`config.mk`:
```
export PLATFORM = sky130hd
export DESIGN_NAME = px_ram_sp_be
export DESIGN_NICKNAME = d
export VERILOG_FILES = /design/src/rtl/px_ram_pkg.sv /design/src/rtl/px_ram_init_fsm.sv /design/src/rtl/px_ram_sp_be.sv
export SDC_FILE = /design/constraint.sdc
export NUM_CORES = 1
export LEC_CHECK = 0
export ABC_AREA = 1
export BUFFER_PORTS_ARGS = -buffer_cell sky130_fd_sc_hd__buf_2
export CAP_MARGIN = 20
export CORE_MARGIN = 4
export CORE_UTILIZATION = 35
export CTS_BUF_LIST = sky130_fd_sc_hd__clkbuf_2
export DETAILED_ROUTE_END_ITERATION = 6
export MAX_ROUTING_LAYER = met4
export PLACE_DENSITY = 0.54
export SYNTH_ARGS = -nofsm -noshare
export SYNTH_HDL_FRONTEND = slang
export SYNTH_SLANG_ARGS = --single-unit
export TNS_END_PERCENT = 1
```
`constraint.sdc`:
```
create_clock -name clk -period 3.8 [get_ports clk]
set_input_delay 0.76 -clock clk [delete_from_list [all_inputs] [get_ports clk]]
set_output_delay 0.76 -clock clk [all_outputs]
set_load 0.02 [all_outputs]
```
`src/rtl/px_ram_pkg.sv`:
```
`default_nettype none
// ============================================================================
// Module      : px_ram_pkg
// Description : Shared constants for the byte-enabled single-port RAM:
//               read-during-write mode encodings and init FSM states.
// Revision    : 1.0 - initial release
// ============================================================================
package px_ram_pkg;

    // Read-during-write behaviour selected by the RAM's RDW_MODE parameter
    localparam int RDW_NO_CHANGE   = 0;
    localparam int RDW_WRITE_FIRST = 1;
    localparam int RDW_READ_FIRST  = 2;

    // Init sweep FSM encoding
    localparam int         STATE_W = 1;
    localparam logic [0:0] ST_INIT = 1'b0;
    localparam logic [0:0] ST_IDLE = 1'b1;

endpackage : px_ram_pkg
`default_nettype wire

```
`src/rtl/px_ram_init_fsm.sv`:
```
`default_nettype none
// ============================================================================
// Module      : px_ram_init_fsm
// Description : Post-reset clearing sweep. Walks every word address once,
//               one per cycle, then parks in IDLE and reports init_done.
// Revision    : 1.0 - initial release
// ============================================================================
module px_ram_init_fsm
    import px_ram_pkg::*;
#(
    parameter int ADDR_WIDTH = 4
) (
    input  logic                  clk,
    input  logic                  rst_n,
    output logic                  init_we_o,
    output logic [ADDR_WIDTH-1:0] init_addr_o,
    output logic                  init_done_o
);

    logic [STATE_W-1:0]    state_q;
    logic [STATE_W-1:0]    state_d;
    logic [ADDR_WIDTH-1:0] cnt_q;
    logic [ADDR_WIDTH-1:0] cnt_d;

    // Next state: step the sweep address, leave INIT after the last word
    always_comb begin
        state_d = state_q;
        cnt_d   = cnt_q;
        case (state_q)
            ST_INIT: begin
                cnt_d = cnt_q + 1'b1;
                if (cnt_q == {ADDR_WIDTH{1'b1}}) begin
                    state_d = ST_IDLE;
                end
            end
            ST_IDLE: begin
                state_d = ST_IDLE;
            end
            default: begin
                state_d = ST_INIT;
                cnt_d   = '0;
            end
        endcase
    end

    // State and sweep counter; reset always restarts the sweep at word 0
    always_ff @(posedge clk or negedge rst_n) begin
        if (!rst_n) begin
            state_q <= ST_INIT;
            cnt_q   <= '0;
        end else begin
            state_q <= state_d;
            cnt_q   <= cnt_d;
        end
    end

    assign init_we_o   = (state_q == ST_INIT);
    assign init_addr_o = cnt_q;
    assign init_done_o = (state_q == ST_IDLE);

endmodule : px_ram_init_fsm
`default_nettype wire

```
`src/rtl/px_ram_sp_be.sv`:
```
`default_nettype none
// ============================================================================
// Module      : px_ram_sp_be
// Description : Single-port RAM with byte-lane write enables, 1- or 2-cycle
//               registered read, selectable read-during-write behaviour and
//               a self-clearing init sweep after reset.
//               Optional feature macro PX_RAM_SP_BE_PARITY_EN adds one even
//               parity bit per lane and the parity_err output.
// Revision    : 1.0 - initial release
// ============================================================================
module px_ram_sp_be
    import px_ram_pkg::*;
#(
    parameter int DATA_WIDTH = 32,
    parameter int ADDR_WIDTH = 4,
    parameter int BYTE_WIDTH = 8,
    parameter int RD_LATENCY = 1,
    parameter int RDW_MODE   = 0
) (
    input  logic                             clk,
    input  logic                             rst_n,
    input  logic                             ena,
    input  logic                             wen,
    input  logic [DATA_WIDTH/BYTE_WIDTH-1:0] ben,
    input  logic [ADDR_WIDTH-1:0]            addr,
    input  logic [DATA_WIDTH-1:0]            data_in,
    output logic [DATA_WIDTH-1:0]            data_out,
    output logic                             rd_valid,
    output logic                             init_done
`ifdef PX_RAM_SP_BE_PARITY_EN
    ,
    output logic [DATA_WIDTH/BYTE_WIDTH-1:0] parity_err
`endif
);

    localparam int NB    = DATA_WIDTH / BYTE_WIDTH;
    localparam int DEPTH = 2 ** ADDR_WIDTH;
`ifdef PX_RAM_SP_BE_PARITY_EN
    // Payload carried down the read pipe: {lane parity, data}
    localparam int PW    = DATA_WIDTH + NB;
`else
    localparam int PW    = DATA_WIDTH;
`endif

    // ------------------------------------------------------------------
    // Elaboration-time parameter legality
    // ------------------------------------------------------------------
    if ((DATA_WIDTH % BYTE_WIDTH) != 0) begin : g_chk_lanes
        $error("px_ram_sp_be: DATA_WIDTH must be a multiple of BYTE_WIDTH");
    end
    if ((RD_LATENCY != 1) && (RD_LATENCY != 2)) begin : g_chk_lat
        $error("px_ram_sp_be: RD_LATENCY must be 1 or 2");
    end
    if ((RDW_MODE != RDW_NO_CHANGE) && (RDW_MODE != RDW_WRITE_FIRST) &&
        (RDW_MODE != RDW_READ_FIRST)) begin : g_chk_rdw
        $error("px_ram_sp_be: RDW_MODE must be 0, 1 or 2");
    end

    // ------------------------------------------------------------------
    // Init sweep
    // ------------------------------------------------------------------
    logic                  init_we;
    logic [ADDR_WIDTH-1:0] init_addr;
    logic                  init_done_w;

    px_ram_init_fsm #(
        .ADDR_WIDTH (ADDR_WIDTH)
    ) u_init (
        .clk         (clk),
        .rst_n       (rst_n),
        .init_we_o   (init_we),
        .init_addr_o (init_addr),
        .init_done_o (init_done_w)
    );

    // ------------------------------------------------------------------
    // Storage and write port
    // ------------------------------------------------------------------
    logic [DATA_WIDTH-1:0] mem_q [DEPTH];

    logic                  w_wr;
    logic                  w_rd;
    logic                  w_we;
    logic [ADDR_WIDTH-1:0] w_waddr;
    logic [DATA_WIDTH-1:0] w_old;
    logic [DATA_WIDTH-1:0] w_merged;
    logic [DATA_WIDTH-1:0] w_wdata;

    // User accesses only count once the sweep is finished
    assign w_wr    = init_done_w & ena & wen;
    assign w_rd    = init_done_w & ena & ~wen;
    assign w_we    = init_we | w_wr;
    assign w_waddr = init_we ? init_addr : addr;
    assign w_old   = mem_q[addr];
    assign w_wdata = init_we ? '0 : w_merged;

`ifdef PX_RAM_SP_BE_PARITY_EN
    logic [NB-1:0] mem_par_q [DEPTH];
    logic [NB-1:0] w_old_par;
    logic [NB-1:0] w_new_par;
    logic [NB-1:0] w_merged_par;
    logic [NB-1:0] w_wpar;

    assign w_old_par = mem_par_q[addr];
    assign w_wpar    = init_we ? '0 : w_merged_par;
`endif

    // Per-lane merge of new data into the addressed word
    for (genvar i = 0; i < NB; i++) begin : g_lane
        assign w_merged[i*BYTE_WIDTH +: BYTE_WIDTH] = ben[i] ? data_in[i*BYTE_WIDTH +: BYTE_WIDTH]
                                                             : w_old[i*BYTE_WIDTH +: BYTE_WIDTH];
`ifdef PX_RAM_SP_BE_PARITY_EN
        assign w_new_par[i]    = ^data_in[i*BYTE_WIDTH +: BYTE_WIDTH];
        assign w_merged_par[i] = ben[i] ? w_new_par[i] : w_old_par[i];
`endif
    end

    // Array write: sweep zeros during INIT, merged word for user writes
    always_ff @(posedge clk) begin
        if (w_we) begin
            mem_q[w_waddr]     <= w_wdata;
`ifdef PX_RAM_SP_BE_PARITY_EN
            mem_par_q[w_waddr] <= w_wpar;
`endif
        end
    end

    // ------------------------------------------------------------------
    // Read return selection (reads and read-during-write)
    // ------------------------------------------------------------------
    logic                  w_ret;
    logic [DATA_WIDTH-1:0] w_ret_data;
    logic [PW-1:0]         w_ret_pl;
`ifdef PX_RAM_SP_BE_PARITY_EN
    logic [NB-1:0]         w_ret_par;
`endif

    // Decide whether this access returns a word, and which version of it
    always_comb begin
        w_ret      = w_rd;
        w_ret_data = w_old;
`ifdef PX_RAM_SP_BE_PARITY_EN
        w_ret_par  = w_old_par;
`endif
        if (w_wr) begin
            if (RDW_MODE == RDW_WRITE_FIRST) begin
                w_ret      = 1'b1;
                w_ret_data = w_merged;
`ifdef PX_RAM_SP_BE_PARITY_EN
                w_ret_par  = w_merged_par;
`endif
            end else if (RDW_MODE == RDW_READ_FIRST) begin
                w_ret      = 1'b1;
            end
        end
    end

`ifdef PX_RAM_SP_BE_PARITY_EN
    assign w_ret_pl = {w_ret_par, w_ret_data};
`else
    assign w_ret_pl = w_ret_data;
`endif

    // ------------------------------------------------------------------
    // Optional extra pipeline stage
    // ------------------------------------------------------------------
    logic          w_out_vld;
    logic [PW-1:0] w_out_pl;

    if (RD_LATENCY == 2) begin : g_lat2
        logic          s1_vld_q;
        logic [PW-1:0] s1_pl_q;

        // First read stage; cleared on reset so in-flight reads vanish
        always_ff @(posedge clk or negedge rst_n) begin
            if (!rst_n) begin
                s1_vld_q <= 1'b0;
                s1_pl_q  <= '0;
            end else begin
                s1_vld_q <= w_ret;
                if (w_ret) begin
                    s1_pl_q <= w_ret_pl;
                end
            end
        end

        assign w_out_vld = s1_vld_q;
        assign w_out_pl  = s1_pl_q;
    end else begin : g_lat1
        assign w_out_vld = w_ret;
        assign w_out_pl  = w_ret_pl;
    end

    // ------------------------------------------------------------------
    // Output register
    // ------------------------------------------------------------------
    logic [DATA_WIDTH-1:0] data_out_q;
    logic                  rd_valid_q;

    // data_out only moves when a new word arrives, otherwise it holds
    always_ff @(posedge clk or negedge rst_n) begin
        if (!rst_n) begin
            data_out_q <= '0;
            rd_valid_q <= 1'b0;
        end else begin
            rd_valid_q <= w_out_vld;
            if (w_out_vld) begin
                data_out_q <= w_out_pl[DATA_WIDTH-1:0];
            end
        end
    end

`ifdef PX_RAM_SP_BE_PARITY_EN
    logic [NB-1:0] w_par_chk;
    logic [NB-1:0] parity_err_q;

    // Even parity: a lane is bad when data and stored bit XOR to 1
    for (genvar i = 0; i < NB; i++) begin : g_par_chk
        assign w_par_chk[i] = ^{w_out_pl[DATA_WIDTH+i], w_out_pl[i*BYTE_WIDTH +: BYTE_WIDTH]};
    end

    // Error flags pulse together with rd_valid
    always_ff @(posedge clk or negedge rst_n) begin
        if (!rst_n) begin
            parity_err_q <= '0;
        end else begin
            parity_err_q <= w_out_vld ? w_par_chk : '0;
        end
    end

    assign parity_err = parity_err_q;
`endif

    assign data_out  = data_out_q;
    assign rd_valid  = rd_valid_q;
    assign init_done = init_done_w;

endmodule : px_ram_sp_be
`default_nettype wire

```
==> reports/qor.txt, run 1 <==
status: finished clean
CTS tree: yes
cts repair resizes: 0
Ys Warns: 0
Cell Area, Synth: 23900 µm²
final setup vio count: 0
relative slew slack: 30.8%
fillers: 6598
#FFs+latches synth: 550
Root Buffer: clkbuf_2
Critical Path RT: 3.04 ns
DR top layer: met4
Routed Antenna Nets: 0
Synth top area share: 64.4%
initial core utilization: 35.4%
sequential area share after synthesis: 68.3%
CP delay by family, top: flip-flops
Pleak: 11.6 nW
Gate Count Post-Synth: 2365
Slowest cell on crit path: dfrtp_1
Post-synth ARST share: 6.91%
# IOs: 78
switching part of the total: 26.8%
clk_lat worst skew: 1.25 ns
dominant cell type by area after synthesis: edfxtp_1
Clock transition at path regs: 0.10 ns
CP bufs+invs: 1
crit share post-route: 76.7%
pin count of the biggest net entering global routing: 203
Final Critical Period: 2.92 ns
via count of the first global-routing pass: 16300
Die H: 269 µm
total die area: 72500 µm²
count leader, synth: nand2_1
final wirelength: 64900 µm
Post-synth top flop: edfxtp_1
WL met3: 3540 µm
Synth-to-Final Area Change: 10.8%
Vias/cell: 4.71
grt total ovfl: 0
syn nets: 2410
antenna violations before repair: 1
syn avg cell area: 10.1 µm²
maximum VDD drop: 0.246 mV
Crit. End Element: output pin
Die Width: 269 µm
drt pass-1 iters: 6
met1 wire length: 28000 µm
number of clock sinks: 550
RSZ-0062 raised after global routing: false
CP arrival: 2.16 ns
Hold Violations, Final: 0
internal power: 0.00858 W
# port buffers: 77
clock share of power: 32.8%
Achievable Freq: 343 MHz
Worst Setup Start Kind: flip-flop
GP Congestion: 0.766
Routed wire per std cell: 18.6 µm
combinational share of power: 8.8%
# DRC: 0
Max Cap Violations: 0
CP max FO: 13
Worst Tran Pin Value: 1.04 ns
placed cell areas: 25300 µm²
setup TNS: 0 ns
Core Rows: 95
fin area: 26500 µm²
CTS H-tree depth: 4
worst setup path class: reg -> out
Sw Pwr: 0.00314 W
skew final: 0.0789 ns
hpwl dp: 33100 µm
Synth area leaders: edfxtp_1 64%, nand2_1 15%, nand3_1 7.4%, inv_1 4.7%, dfrtp_1 4.0%
synth cell count leaders: 939 x nand2_1, 512 x edfxtp_1, 354 x nand3_1, 302 x inv_1, 85 x nor2_1
DR vias: 16400
clk buf depth: 3
number of synthesized flops with an enable pin: 512
total core area: 67400 µm²
met2 wire length: 31800 µm
HP Class: in -> reg
Seq pwr share: 58.3%
CTS buffer count: 142
final-stage net count: 2565
worst path cell trace: buf_2
share of layout cells above drive strength 1: 13.6%
Slowest Stage Delay on Critical Path: 0.64 ns
Netlist cell types: 22
first-pass GRT wire length: 98000 µm
fin. max-slew vios: 0
GRT Total Usage: 18.3%
First DRT Iteration DRCs: 1367
P per Cell Area: 443 nW/µm²
==> layout make-up <==
type / count / area (µm²) / area share (%)
Sequential cell: 550 / 16300 / 61.7
Multi-Input combinational cell: 1391 / 5830 / 22.0
Tap cell: 873 / 1090 / 4.13
Clock buffer: 198 / 991 / 3.74
Clock inverter: 38 / 196 / 0.742
Timing Repair Buffer: 130 / 872 / 3.30
Antenna cell: 2 / 5.00 / 0.0189
Inverter: 305 / 1150 / 4.35
==> power groups by stage <==
stage	Clock [W]	Combinational, W	Sequential, W
final	0.00385	0.00104	0.00683
after global routing	0.00433	0.00116	0.00684
after CTS	0.00401	0.00105	0.00683
after detailed placement	0	0.00105	0.00697
after global placement	0	0.00103	0.00697
after floorplan	0	0.000605	0.00703
==> cell usage in the layout (no fill, tap or decap), types with 2 or more instances in the layout <==
cell	n
nor2_4	16
o21ai_0	5
dlygate4sd3_1	2
buf_2	75
buf_4	46
diode_2	2
a21oi_1	2
clkbuf_2	198
clkinv_1	32
edfxtp_1	512
nand2_1	939
nor2_1	69
inv_2	7
bufinv_16	2
buf_12	6
nand3_1	354
inv_1	299
dfrtp_1	38
==> stage by stage <==
stage               std cells  setup WS (ns)  utilization [%]  hold slack [ns]  total power [W]
global placement         3247          0.525             37.5            0.458          0.00800
floorplan                2365          0.545                -            0.464          0.00764
global route             3487          0.630             39.3           0.0394           0.0123
CTS                      3485          0.691             39.3           0.0185           0.0119
finish                   3487          0.884             39.3            0.202           0.0117
detailed placement       3247          0.557             37.5            0.461          0.00802
==> final timing paths <==
check	start	end	slack, ns	depth (start not counted)
hold reg to reg	data_out[23]	data_out[23]	0.48	2
setup reg to reg	u_init.init_done_o	mem_q[8][10]	0.92	7
setup / recovery	u_init.init_done_o	init_done	0.88	1
max in group asynchronous	rst_n	data_out[31]	2.75	3
min in group asynchronous	rst_n	data_out[12]	0.22	2
hold / removal	ena	rd_valid	0.20	4
==> flip-flops by register name (all words and copies together) (netlist names) <==
register and cells:
u_init.init_addr_o 4, rd_valid 1, mem_q 512, data_out 32, u_init.init_done_o 1
==> kinds of logic after synthesis <==
family | after synthesis | share of synthesized area (%)
AO/OA/AOI/OAI | 8 | 0.183
XOR/XNOR | 2 | 0.0733
adder cells (fa/ha/maj) | 1 | 0.0524
buffers and inverters | 424 | 7.75
flip-flops | 550 | 68.3
AND/OR/NAND/NOR | 1380 | 23.6
==> repair_timing <==
item | 4_1_cts | 5_1_grt
endpoints found under the hold margin | 27 | 0
hold buffers | 2 | 0
buffers inserted | 0 | 0
==> per-layer routing <==
metal  vias to the layer above  GRT usage, %
li1                       8017             -
met1                      7863          22.5
met2                       425          30.2
met3                       116          4.21
met4                         0          5.99
met5                         -             -
Note: power is estimated with default switching activity, not from simulation.
==> inputs of run 2 (changes only) <==
--- a/config.mk
+++ b/config.mk
@@ -13,7 +13,7 @@
 export CTS_BUF_LIST = sky130_fd_sc_hd__clkbuf_2
 export DETAILED_ROUTE_END_ITERATION = 6
 export MAX_ROUTING_LAYER = met4
-export PLACE_DENSITY = 0.54
+export PLACE_DENSITY = 0.56
 export SYNTH_ARGS = -nofsm -noshare
 export SYNTH_HDL_FRONTEND = slang
 export SYNTH_SLANG_ARGS = --single-unit
==> constraint.sdc (replaced) <==
create_clock -name clk -period 2.59 [get_ports clk]
set_input_delay 0.518 -clock clk [delete_from_list [all_inputs] [get_ports clk]]
set_output_delay 0.518 -clock clk [all_outputs]
set_load 0.02 [all_outputs]
==> run 2 against run 1 <==
Against the previous run: register-to-register slack worse by 0.55 ns; global-route usage down 0.52 points; clock power up 52%; combinational power up 59%; utilization up 1.6 points; sequential power up 46%; flip-flop and latch count unchanged; critical endpoint unchanged; largest power group unchanged; highest routed layer unchanged.
==> reports/qor.txt, run 2 (synthesis results as in run 1) <==
Worst Setup Start Kind: flip-flop
Hold Violations, Final: 0 (unchanged)
# IOs: 78 (unchanged)
CP arrival: 1.89 ns (-0.27 ns)
Synth-to-Final Area Change: 15.4%
share of layout cells above drive strength 1: 15.2% (+1.6 points)
clk_lat worst skew: 1.11 ns (-0.14 ns)
First DRT Iteration DRCs: 1436 (+5.0%)
GRT Total Usage: 17.8% (-0.52 points)
CTS H-tree depth: 4 (unchanged)
Worst Tran Pin Value: 0.799 ns (-0.239 ns)
Sequential Area: 16300 µm² (about the same)
# DRC: 0 (unchanged)
Routed wire per std cell: 18.0 µm (-3.2%)
maximum VDD drop: 0.310 mV (+26%)
reg2reg path depth: 4 (-3)
WHS Path Cells: 5 (+1)
Slowest Stage Delay on Critical Path: 0.56 ns (-0.08 ns)
initial core utilization: 35.4% (unchanged)
total die area: 72500 µm² (unchanged)
CP max FO: 13 (unchanged)
DR vias: 16700 (+1.6%)
crit share post-route: 93.2%
final setup vio count: 0 (unchanged)
fin. max-slew vios: 0 (unchanged)
Core Rows: 95 (unchanged)
Largest Register: mem_q
Reg-to-Reg Start: u_init.init_done_o
Final Critical Period: 2.41 ns
R2R Setup Slk: 0.37 ns (-0.55 ns)
drt pass-1 iters: 7 (+1)
Min-Delay Startpoint: data_in[2]
commonest non-fill, non-tap cell in the layout: nand2_1
Root Buffer: clkbuf_2
Vias/cell: 4.70 (-0.14%)
clk buf depth: 3 (unchanged)
Max Cap Violations: 0 (unchanged)
GP Congestion: 0.793 (+3.5%)
antenna violations before repair: 2 (+1)
WHS Endpoint: mem_q[6][2]
Clock transition at path regs: 0.10 ns (about the same)
RSZ-0062 raised after global routing: false
CP bufs+invs: 1 (unchanged)
fillers: 6488 (-1.7%)
Pleak: 12.1 nW (+4.1%)
Die H: 269 µm (unchanged)
total core area: 67400 µm² (unchanged)
pin count of the biggest net entering global routing: 121 (-40%)
Crit. End Element: output pin
CTS buffer count: 138 (-2.8%)
Routed Antenna Nets: 0 (unchanged)
Post-Place Setup Slack: 0.204 ns (-0.353 ns)
Critical Path RT: 2.07 ns (-0.97 ns)
footprint of the multi-input gates: 5830 µm² (unchanged)
via count of the first global-routing pass: 16200 (-0.44%)
final setup margin: 0.177 ns (-0.707 ns)
Design Power: 0.0175 W (+50%)
Slowest cell on crit path: dfrtp_2
Die Width: 269 µm (unchanged)
# port buffers: 77 (unchanged)
worst r2r dst: mem_q[12][24]
CTS tree: yes
placed cell areas: 26100 µm² (+3.2%)
final wirelength: 63900 µm (-1.5%)
Achievable Freq: 414 MHz
relative slew slack: 46.6% (+16 points)
HP Class: in -> reg
worst path cell trace: buf_2
CP delay by family, top: flip-flops
final-stage net count: 2619 (+2.1%)
first-pass GRT wire length: 96300 µm (-1.7%)
number of clock sinks: 550 (unchanged)
P per Cell Area: 637 nW/µm² (+44%)
number of instances in the placed design: 3286 (+1.2%)
fin area: 27600 µm² (+4.1%)
status: finished clean
worst setup path class: reg -> out
grt total ovfl: 0 (unchanged)
Layout Cells excl Fill: 3549 (+1.8%)
skew final: 0.0950 ns (+0.0161 ns)
Largest register FFs: 512 (unchanged)
commonest cells after routing, fill and taps aside: 939 x nand2_1, 512 x edfxtp_1, 354 x nand3_1
hpwl dp: 35600 µm (+7.5%)
## run 2: changes by cell type in the layout (fill, tap and decap cells not counted), sizes merged
cell	delta
buf	+39
dlygate4sd3	+19
clkbuf	+6
clkinv	-6
bufinv	+2
clkinvlp	+1
inv	+1
## run 2: worst register-to-register path, delay by kind of cell (launching register included)
kind            cells  cell delay, ns
flops               1            0.54
simple gates        2            0.69
buf+inv             1            0.22
compound gates      1            0.40
## run 2: worst max-delay path by stage
stage                        end  depth (start not counted)          startpoint
finish                 init_done                          1  u_init.init_done_o
global route           init_done                          1  u_init.init_done_o
CTS                    init_done                          1  u_init.init_done_o
detailed placement  mem_q[12][1]                         11             addr[0]
global placement    mem_q[6][10]                         11             addr[0]
floorplan           mem_q[10][0]                          7             addr[3]
## run 2: timing repair
item                                    4_1_cts  5_1_grt
endpoints found under the setup margin        1        0
buffers inserted                              0        0
gates resized for setup                       1        0
hold endpoints to repair                    266        0
hold buffers                                 21        0
## run 2: through the flow
step	util (%)	hold WS [ns]	setup TNS (ns)
2_1_floorplan	-	0.222	-210.57
5_1_grt	40.9	0.0625	0
6_report	40.9	0.157	0
3_5_place_dp	38.7	0.460	0
3_3_place_gp	38.7	0.457	0
4_1_cts	40.9	0.00846	0
## run 2: layout make-up
cell class,instances,share of cell area [%]
antenna,2,0.0182
clock buffer,204,3.71
clock inverter,36,0.894
inverter,305,4.18
multi-input combinational,1391,21.2
sequential,550,59.2
tap,873,3.96
timing repair buffer,188,6.82
## run 2: report_power, final
group	total, W	internal [W]	switching [W]
logic	0.00165	0.000502	0.00115
clock network	0.00587	0.00249	0.00339
registers	0.0100	0.00997	0.0000525
## run 2: metal layers
metal	track usage (%)	vias up	wire [µm]
met2	28.7	576	30700
met3	3.60	113	4230
li1	-	8154	-
met5	-	-	0
met4	6.60	0	1740
met1	22.3	7846	27200
==> inputs of run 3 (changes only) <==
--- a/config.mk
+++ b/config.mk
@@ -5,9 +5,10 @@
 export SDC_FILE = /design/constraint.sdc
 export NUM_CORES = 1
 export LEC_CHECK = 0
-export ABC_AREA = 1
+export ABC_AREA = 0
 export BUFFER_PORTS_ARGS = -buffer_cell sky130_fd_sc_hd__buf_2
 export CAP_MARGIN = 20
+export CORE_ASPECT_RATIO = 0.5
 export CORE_MARGIN = 4
 export CORE_UTILIZATION = 35
 export CTS_BUF_LIST = sky130_fd_sc_hd__clkbuf_2
==> run 3 against run 2 <==
Against the previous run: synthesized area is 9.1% lower; combinational power is 10% lower; clock-buffer cell count is 18 lower; utilization is 0.39 points higher; via count is 28% lower; clock power is 4.1% lower; fmax is 5.5% higher; sequential share of layout area is 5.3 points higher; die area is 8.5% lower; global-route usage is 0.99 points lower; wire length is 14% lower; largest power group unchanged; highest routed layer unchanged.
==> reports/qor.txt, run 3 <==
final wirelength: 54900 µm (-14%)
commonest cells after routing, fill and taps aside: 512 x edfxtp_1, 191 x mux2i_1, 186 x clkbuf_2
GRT Total Usage: 16.8% (-0.99 points)
worst setup path class: reg -> out
status: finished clean
antenna violations before repair: 1 (-1)
CP arrival: 1.77 ns (-0.12 ns)
DR vias: 12000 (-28%)
Post-synth ARST share: 6.91% (unchanged)
Pleak: 8.98 nW (-26%)
# port buffers: 77 (unchanged)
skew final: 0.0801 ns (-0.0150 ns)
CTS H-tree depth: 4 (unchanged)
Worst Setup Start Kind: flip-flop
Largest Register: mem_q
# DRC: 0 (unchanged)
first-pass GRT wire length: 80300 µm (-17%)
clk buf depth: 3 (unchanged)
Synth top area share: 70.8% (+6.5 points)
final setup vio count: 0 (unchanged)
CTS tree: yes
crit share post-route: 88.3% (-4.9 points)
pin count of the biggest net entering global routing: 67 (-45%)
number of synthesized flops with an enable pin: 512 (unchanged)
Crit. End Element: output pin
hpwl dp: 31400 µm (-12%)
Final Critical Period: 2.29 ns (-0.127 ns)
maximum VDD drop: 0.289 mV (-7.0%)
relative slew slack: 30.8% (-16 points)
Slowest Stage Delay on Critical Path: 0.44 ns (-0.12 ns)
syn nets: 1209 (-50%)
total core area: 61300 µm² (-9.1%)
final hold slack: 0.144 ns (-0.0127 ns)
final-stage net count: 1448 (-45%)
P per Cell Area: 679 nW/µm² (+6.6%)
Gate Count Post-Synth: 1164 (-51%)
Synth-to-Final Area Change: 16.5%
share of layout cells above drive strength 1: 32.6% (+17 points)
via count of the first global-routing pass: 12500 (-23%)
syn avg cell area: 18.6 µm² (+85%)
Synth area leaders: edfxtp_1 71%, mux2i_1 8.8%, dfrtp_1 4.4%, mux4_2 3.4%, mux2_2 1.6%
Max Cap Violations: 0 (unchanged)
Critical Path RT: 2.07 ns (about the same)
count leader, synth: edfxtp_1
#FFs+latches synth: 550 (unchanged)
Core Rows: 64 (-33%)
Slowest cell on crit path: dfrtp_2
commonest non-fill, non-tap cell in the layout: edfxtp_1
First DRT Iteration DRCs: 1235 (-14%)
Clock transition at path regs: 0.10 ns (about the same)
worst path cell trace: buf_4 > buf_2
Cell Area, Synth: 21700 µm² (-9.1%)
sequential area share after synthesis: 75.2% (+6.9 points)
synth cell count leaders: 512 x edfxtp_1, 191 x mux2i_1, 50 x nor2_1, 38 x dfrtp_1, 36 x a21oi_1
Worst Tran Pin Value: 1.04 ns (+0.239 ns)
GP Congestion: 0.795 (+0.20%)
total die area: 66300 µm² (-8.5%)
RSZ-0062 raised after global routing: false
grt total ovfl: 0 (unchanged)
Post-synth top flop: edfxtp_1
CTS buffer count: 131 (-5.1%)
Root Buffer: clkbuf_2
placed cell areas: 23900 µm² (-8.2%)
number of clock sinks: 550 (unchanged)
Die H: 184 µm (-32%)
CP max FO: 17 (+4)
Hold Violations, Final: 0 (unchanged)
Ys Warns: 0 (unchanged)
fin area: 25300 µm² (-8.2%)
Achievable Freq: 437 MHz (+5.5%)
dominant cell type by area after synthesis: edfxtp_1
Routed Antenna Nets: 0 (unchanged)
R2R Setup Slk: 0.40 ns (+0.03 ns)
clk_lat worst skew: 1.03 ns (-0.08 ns)
final core occ: 41.3% (+0.39 points)
Die Width: 360 µm (+34%)
Routed wire per std cell: 23.6 µm (+31%)
# IOs: 78 (unchanged)
initial core utilization: 35.4% (about the same)
Netlist cell types: 36 (+64%)
drt pass-1 iters: 5 (-2)
fin. max-slew vios: 0 (unchanged)
Vias/cell: 5.14 (+9.2%)
Largest register FFs: 512 (unchanged)
HP Class: in -> reg
## run 3: cell count changes after synthesis, moves of 33 or more
cell,previous run,this run
a21oi_1,2,36
inv_1,302,7
mux2i_1,0,191
mux4_2,0,33
nand2_1,939,9
nand3_1,354,1
nor2_1,85,50
## run 3: logic make-up after synthesis
group                      share of synthesized area, %
AOI/OAI and AO/OA                                  7.37
xor gates and xnor gates                          0.121
adders and majority gates                        0.0576
buffers and inverters                              1.97
DFF                                                75.2
muxes                                              13.8
and+or+nand+nor                                    1.42
## run 3: final cells by class
class / instances / area (µm²)
clock inverters: 48 / 278
flip-flops and latches: 550 / 16300
multi-input cells: 533 / 5090
diodes: 1 / 2.50
inverters: 7 / 26.3
clock buffers: 186 / 931
fillers: 5543 / 36000
repair buffers: 180 / 1590
well taps: 825 / 1030
## run 3: through the flow
stage	std cells	setup TNS, ns	power [W]	setup WS [ns]
after global routing	2330	0	0.0180	0.142
after floorplan	1164	-21.18	0.0111	-0.0710
final	2330	0	0.0172	0.304
after global placement	2083	-1.02	0.0117	-0.0641
after CTS	2328	0	0.0174	0.175
after detailed placement	2083	-2.05	0.0117	-0.107
## run 3: per-layer routing
layer | GRT usage [%] | wire length, µm | vias up
met5 | - | 0 | -
met4 | 5.52 | 1110 | 0
met3 | 3.14 | 3140 | 79
met2 | 26.4 | 26400 | 401
met1 | 22.3 | 24200 | 6182
li1 | - | - | 5304
## run 3: path summary, 6_finish.rpt
check                                      start                     to  depth (start not counted)
max reg2reg                   u_init.init_done_o           mem_q[5][18]                          6
min reg2reg                u_init.init_addr_o[2]  u_init.init_addr_o[2]                          1
max                           u_init.init_done_o              init_done                          2
min                                      addr[1]           data_out[29]                          5
max in group asynchronous                  rst_n  u_init.init_addr_o[3]                          5
min in group asynchronous                  rst_n     u_init.init_done_o                          3
## run 3: what timing repair did
item | 4_1_cts | 5_1_grt
buffers inserted | 1 | 0
setup endpoints to repair | 1 | 0
gates resized for setup | 1 | 0
hold endpoints to repair | 59 | 0
hold buffers | 10 | 0
## run 3: critical path, delay by kind of cell, from the launching register on
| family | cells | cell delay, ns |
|---|---|---|
| flip-flops | 1 | 0.44 |
| buffers and inverters | 2 | 0.37 |
## run 3: power breakdown
group,switching [W],internal [W]
logic,0.000921,0.000561
clock network,0.00338,0.00225
registers,0.0000749,0.00998
